==> config.mk <==
export PLATFORM = sky130hd
export DESIGN_NAME = if_stage_regs
export DESIGN_NICKNAME = d
export VERILOG_FILES = /design/src/rtl/if_stage_regs.sv
export SDC_FILE = /design/constraint.sdc
export NUM_CORES = 1
export LEC_CHECK = 0
export CORE_MARGIN = 4
export CORE_UTILIZATION = 50
export DETAILED_ROUTE_END_ITERATION = 7
export DONT_BUFFER_PORTS = 1
export GPL_TIMING_DRIVEN = 0
export SYNTH_ARGS = -nofsm -noshare
export SYNTH_HDL_FRONTEND = slang
export SYNTH_SLANG_ARGS = --single-unit
==> constraint.sdc <==
create_clock -name clk -period 2 [get_ports clk]
set_input_delay 0.6 -clock clk [delete_from_list [all_inputs] [get_ports clk]]
set_output_delay 0.6 -clock clk [all_outputs]
set_load 0.03 [all_outputs]
==> src/rtl/if_stage_regs.sv <==
// Fetch-stage state: PC register, IF/ID pipeline register and saturating
// stall/flush/IM-wait debug counters, driven by the hazard unit's controls.
module if_stage_regs #(
   parameter logic [31:0] PC_RESET = 32'h0000_3000,
   parameter int unsigned CNT_W    = 16
) (
   input  logic             clk,
   input  logic             rst,
   input  logic             PCWr,
   input  logic             IFIDWr,
   input  logic             IFIDRst,
   input  logic [31:0]      NPC,
   input  logic [31:0]      IMInstr,
   input  logic             IMReady,
   output logic [31:0]      PC,
   output logic [31:0]      IFIDPC,
   output logic [31:0]      IFIDPCPLUS4,
   output logic [31:0]      IFIDIns,
   output logic             IFIDValid,
   output logic [CNT_W-1:0] StallCnt,
   output logic [CNT_W-1:0] FlushCnt,
   output logic [CNT_W-1:0] IMWaitCnt
);

   localparam logic [31:0] ALIGN_MASK = 32'hFFFF_FFFC;

   logic [31:0]      r_pc;
   logic [31:0]      r_ifid_pc;
   logic [31:0]      r_ifid_pc4;
   logic [31:0]      r_ifid_ins;
   logic             r_ifid_valid;
   logic [CNT_W-1:0] r_stall_cnt;
   logic [CNT_W-1:0] r_flush_cnt;
   logic [CNT_W-1:0] r_imwait_cnt;

   logic w_pc_load;
   logic w_imwait;

   // A redirect discards the outstanding fetch, so it does not wait for IMReady.
   assign w_pc_load = PCWr & (IFIDRst | IMReady);
   assign w_imwait  = PCWr & ~IFIDRst & ~IMReady;

   always_ff @(posedge clk) begin
      if (rst) begin
         r_pc <= PC_RESET & ALIGN_MASK;
      end else if (w_pc_load) begin
         r_pc <= NPC & ALIGN_MASK;
      end
   end

   always_ff @(posedge clk) begin
      if (rst || IFIDRst) begin
         r_ifid_pc    <= '0;
         r_ifid_pc4   <= '0;
         r_ifid_ins   <= '0;
         r_ifid_valid <= 1'b0;
      end else if (IFIDWr) begin
         if (IMReady) begin
            r_ifid_pc    <= r_pc;
            r_ifid_pc4   <= r_pc + 32'd4;
            r_ifid_ins   <= IMInstr;
            r_ifid_valid <= 1'b1;
         end else begin
            r_ifid_pc    <= '0;
            r_ifid_pc4   <= '0;
            r_ifid_ins   <= '0;
            r_ifid_valid <= 1'b0;
         end
      end
   end

   // Performance counters stick at all-ones instead of wrapping.
   always_ff @(posedge clk) begin
      if (rst) begin
         r_stall_cnt  <= '0;
         r_flush_cnt  <= '0;
         r_imwait_cnt <= '0;
      end else begin
         if (!PCWr && (r_stall_cnt != '1)) begin
            r_stall_cnt <= r_stall_cnt + CNT_W'(1);
         end
         if (IFIDRst && (r_flush_cnt != '1)) begin
            r_flush_cnt <= r_flush_cnt + CNT_W'(1);
         end
         if (w_imwait && (r_imwait_cnt != '1)) begin
            r_imwait_cnt <= r_imwait_cnt + CNT_W'(1);
         end
      end
   end

   assign PC          = r_pc;
   assign IFIDPC      = r_ifid_pc;
   assign IFIDPCPLUS4 = r_ifid_pc4;
   assign IFIDIns     = r_ifid_ins;
   assign IFIDValid   = r_ifid_valid;
   assign StallCnt    = r_stall_cnt;
   assign FlushCnt    = r_flush_cnt;
   assign IMWaitCnt   = r_imwait_cnt;

endmodule

==> impl_summary.txt <==
----------------------------------------------------
[Run status]
  Run status ... completed

[Yosys]
  Seq/Total Area, Yosys ... 0.493
  Post-Synthesis Mean Instance Area ... 8.69 um^2
  Synthesized flop and latch total ... 171
  Number of enable-type register cells in the synthesized netlist ... 0
  Yosys cell types ... 48
  YS warnings ... 0
  Async set or reset register ratio after synthesis ... 0
  Post-synth top flop ... sky130_fd_sc_hd__dfxtp_1
  Gate Count Post-Synth ... 799
  Area of the mapped netlist ... 0.00695 mm^2

[Clock network]
  CTS hold repair buffers ... 0
  H-tree Lvls ... 4
  CTS tree ... done
  Clock input transition at the sequential cells of the worst setup and hold paths ... 0.06 ns
  Total number of clock tree sinks ... 171
  Inserted Clock Buffers ... 17
  Root Buffer ... sky130_fd_sc_hd__clkbuf_16
  Worst-skew pair later-pin latency ... 0.42 ns
  Max clock buf depth ... 2

[Timing]
  Final Hold Slack ... 0.304 ns
  Setup TNS ... 0 ns
  Final count of pins violating max slew ... 0
  RSZ-0062 raised after global routing ... true
  Setup-violating endpoint count in the final report ... 0
  FMAX ... 524 MHz
  Maximum clock skew at final layout ... around 0.007 ns
  Period utilisation layout ... 0.954
  Final setup slack of the worst path ... 0.0912 ns
  Slew margin rel. ... 0.619
  Slew at the pin closest to its max-slew limit ... 0.570 ns
  Clock period minus final worst setup slack ... 1.91 ns
  Final hold viol count ... 0

[Critical path]
  Highest fanout seen on the critical path ... 4
  Setup crit end kind ... flip-flop
  Data arrival time of the critical path ... roughly 2.2 ns
  Critical Path RT ... 2.30 ns
  Critical path launch point ... StallCnt[14]$_SDFFE_PP0P_
  Category of the worst setup path launch point ... flip-flop
  Setup slack, reg-to-reg ... 0.09 ns
  Category of the most critical setup path ... reg2reg
  Worst Reg2Reg Path Length in Cells ... 5
  Startpoint of the worst-slack reg-to-reg timing path ... StallCnt[14]$_SDFFE_PP0P_

[Power]
  Share of total power consumed by net switching ... 0.251
  Fraction of power consumed by the clock network ... 0.431
  Power density cells ... 912 mW/mm^2
  Gate power share ... 0.049
  Sequential Power Share ... 0.520
  Static Leakage ... about 2.7 nW
  Switch Pwr ... 1.80 mW
  Worst ir drop on vdd ... between 0.4 and 0.5 mV
  Overall power after layout ... just over 7 mW
  Cell-internal power ... 5.37 mW

[Job]
  Number of maximum-capacitance constraint violations ... 0

[Finish]
  Final Instance Count excl. Fillers ... 1,013
  Leading cell type in the layout, fill and taps excluded ... sky130_fd_sc_hd__dfxtp_1
  Net count reported at finish ... about 900
  Area used by multi-input combinational logic ... 0.00332 mm^2
  Area growth syn-to-layout ... 13.1%
  Number of diodes added for antenna fixing ... 0
  Most used cells in the layout excluding fill and tap cells ... sky130_fd_sc_hd__dfxtp_1, sky130_fd_sc_hd__nor2_1, sky130_fd_sc_hd__nand2_1
  Fillers ... 1,238
  Area taken by flip-flops and latches ... 0.00349 mm^2
  Share of layout cells above drive strength 1 ... 0.129

[Floorplanning]
  Effective utilization at floorplan ... 0.518
  Core region area ... 0.0134 mm^2
  Vertical die dimension ... 126 um
  Total die area ... 0.0158 mm^2
  Overall die width ... ~130 um
  Core Rows ... 42
  Total I/O pin count ... approximately 250

[Global routing]
  Global-route wire length before repair ... 30.2 mm
  Global-route congestion overflow total ... 0
  Number of antenna violations at the first check in global routing ... 0
  Gr usage total ... 0.236
  Largest net degree at the start of global routing ... 17
  Number of global-route vias before repair ... 5,509

[Placed design]
  Number of buffers added on ports ... 0
  Setup slack at placement ... -0.408 ns
  Dpl hpwl ... approximately 15 mm
  Weighted congestion at the end of routability-driven global placement ... roughly 0.87
  Placed Instances ... 980

[Drt]
  Routed Antenna Nets ... 0
  Final wirelength ... 19.4 mm
  DR vias/cell ... 5.73
  Via Count ... 5,807
  Routed length per placed instance ... 19.2 um
  Starting DRC count in detailed routing ... 350
  Number of search-and-repair iterations in the first detailed-routing pass ... 5
  Residual DRC ... 0

[Hold path]
  Hold wc startpoint ... NPC[20]
  Path category of the worst min-delay check ... in2reg
  Hold Crit Depth ... 2

----------------------------------------------------
[layer usage]
layer / vias up / global-route usage / share of wire
li1: 2830 / - / -
met1: 2740 / 0.275 / 0.40
met2: 205 / 0.388 / 0.48
met3: 32 / 0.104 / 0.099
met4: 0 / 0.0826 / 0.021
met5: - / 0 / 0
[critical path: stages, from the launching register on]
cell,delay [ns]
sky130_fd_sc_hd__dfxtp_1,0.58
sky130_fd_sc_hd__nand4_1,0.30
sky130_fd_sc_hd__or4_1,0.56
sky130_fd_sc_hd__nand4b_1,0.14
sky130_fd_sc_hd__xor2_1,0.16
sky130_fd_sc_hd__nor2_1,0.05
[synth_stat cells, types with 3 or more instances]
cell type / instances / area, um^2
sky130_fd_sc_hd__xnor2_1: 44 / 385
sky130_fd_sc_hd__and2_1: 4 / 25.0
sky130_fd_sc_hd__buf_2: 7 / 35.0
sky130_fd_sc_hd__mux2i_1: 3 / 30.0
sky130_fd_sc_hd__o21ai_0: 17 / 85.1
sky130_fd_sc_hd__a211oi_1: 8 / 60.1
sky130_fd_sc_hd__xor2_1: 22 / 193
sky130_fd_sc_hd__nor3_1: 15 / 75.1
sky130_fd_sc_hd__ha_1: 4 / 50.1
sky130_fd_sc_hd__clkbuf_1: 40 / 150
sky130_fd_sc_hd__inv_1: 4 / 15.0
sky130_fd_sc_hd__nand4_1: 20 / 125
sky130_fd_sc_hd__nand3_1: 21 / 105
sky130_fd_sc_hd__buf_4: 6 / 45.0
sky130_fd_sc_hd__o2111ai_1: 3 / 26.3
sky130_fd_sc_hd__or2_1: 3 / 18.8
sky130_fd_sc_hd__a31oi_1: 4 / 25.0
sky130_fd_sc_hd__nor2_1: 122 / 458
sky130_fd_sc_hd__nand2_1: 105 / 394
sky130_fd_sc_hd__nor3_2: 3 / 30.0
sky130_fd_sc_hd__o21ai_1: 10 / 50.1
sky130_fd_sc_hd__a21oi_1: 43 / 215
sky130_fd_sc_hd__a22oi_1: 67 / 503
sky130_fd_sc_hd__and4_1: 12 / 105
sky130_fd_sc_hd__and3_1: 11 / 68.8
sky130_fd_sc_hd__nor4_1: 5 / 31.3
sky130_fd_sc_hd__dfxtp_1: 171 / 3420
[stage by stage]
stage	util	instance area (um^2)
floorplan	-	6970
global placement	0.536	7190
detailed placement	0.536	7190
CTS	0.580	7780
global route	0.586	7860
finish	0.586	7860
[layout make-up]
| type | instances | share of cell area |
|---|---|---|
| clock inverter | 11 | 0.0124 |
| clock buffer | 20 | 0.0581 |
| tap | 176 | 0.0280 |
| inverter | 5 | 0.00239 |
| sequential | 171 | 0.444 |
| timing repair buffer | 3 | 0.00287 |
| buffer | 55 | 0.0306 |
| multi-input combinational | 572 | 0.422 |
[power groups by stage]
stage / Combinational [mW] / Sequential (mW) / Clock [mW]
floorplan: 0.273 / 3.76 / 0
global placement: 0.339 / 3.80 / 0
detailed placement: 0.347 / 3.80 / 0
CTS: 0.350 / 3.73 / 3.16
global route: 0.391 / 3.74 / 3.31
finish: 0.350 / 3.73 / 3.09
[registers in the layout, summed over array words and instances (netlist names)]
name and flops:
IFIDIns 32, IFIDPCPLUS4 30, IFIDPC 30, PC 30
FlushCnt 16, IMWaitCnt 16, StallCnt 16, IFIDValid 1
[kinds of logic (layout without fill, tap and decap cells)]
logic type	after synthesis	after routing	synth area share
multiplexers	3	3	0.00432
XOR/XNOR	66	66	0.0832
adder cells (fa/ha/maj)	4	4	0.00720
other	1	6	0.000540
AO/OA/AOI/OAI	157	157	0.148
flip-flops	171	171	0.493
buffers and inverters	61	94	0.0376
AND/OR/NAND/NOR	336	336	0.227
[path summary, 6_finish.rpt]
kind / to
setup reg to reg: StallCnt[10]$_SDFFE_PP0P_
hold reg to reg: PC[2]$_SDFFE_PP0P_
setup / recovery: StallCnt[10]$_SDFFE_PP0P_
hold / removal: PC[20]$_SDFFE_PP0P_
[what timing repair did]
action                     in CTS  in global routing
pin swaps                       1                  3
cloned                          0                  0
setup endpoints to repair      29                 53
setup buffers                   1                  2
gates resized for setup        15                 43
Note: power is estimated with default switching activity, not from simulation.
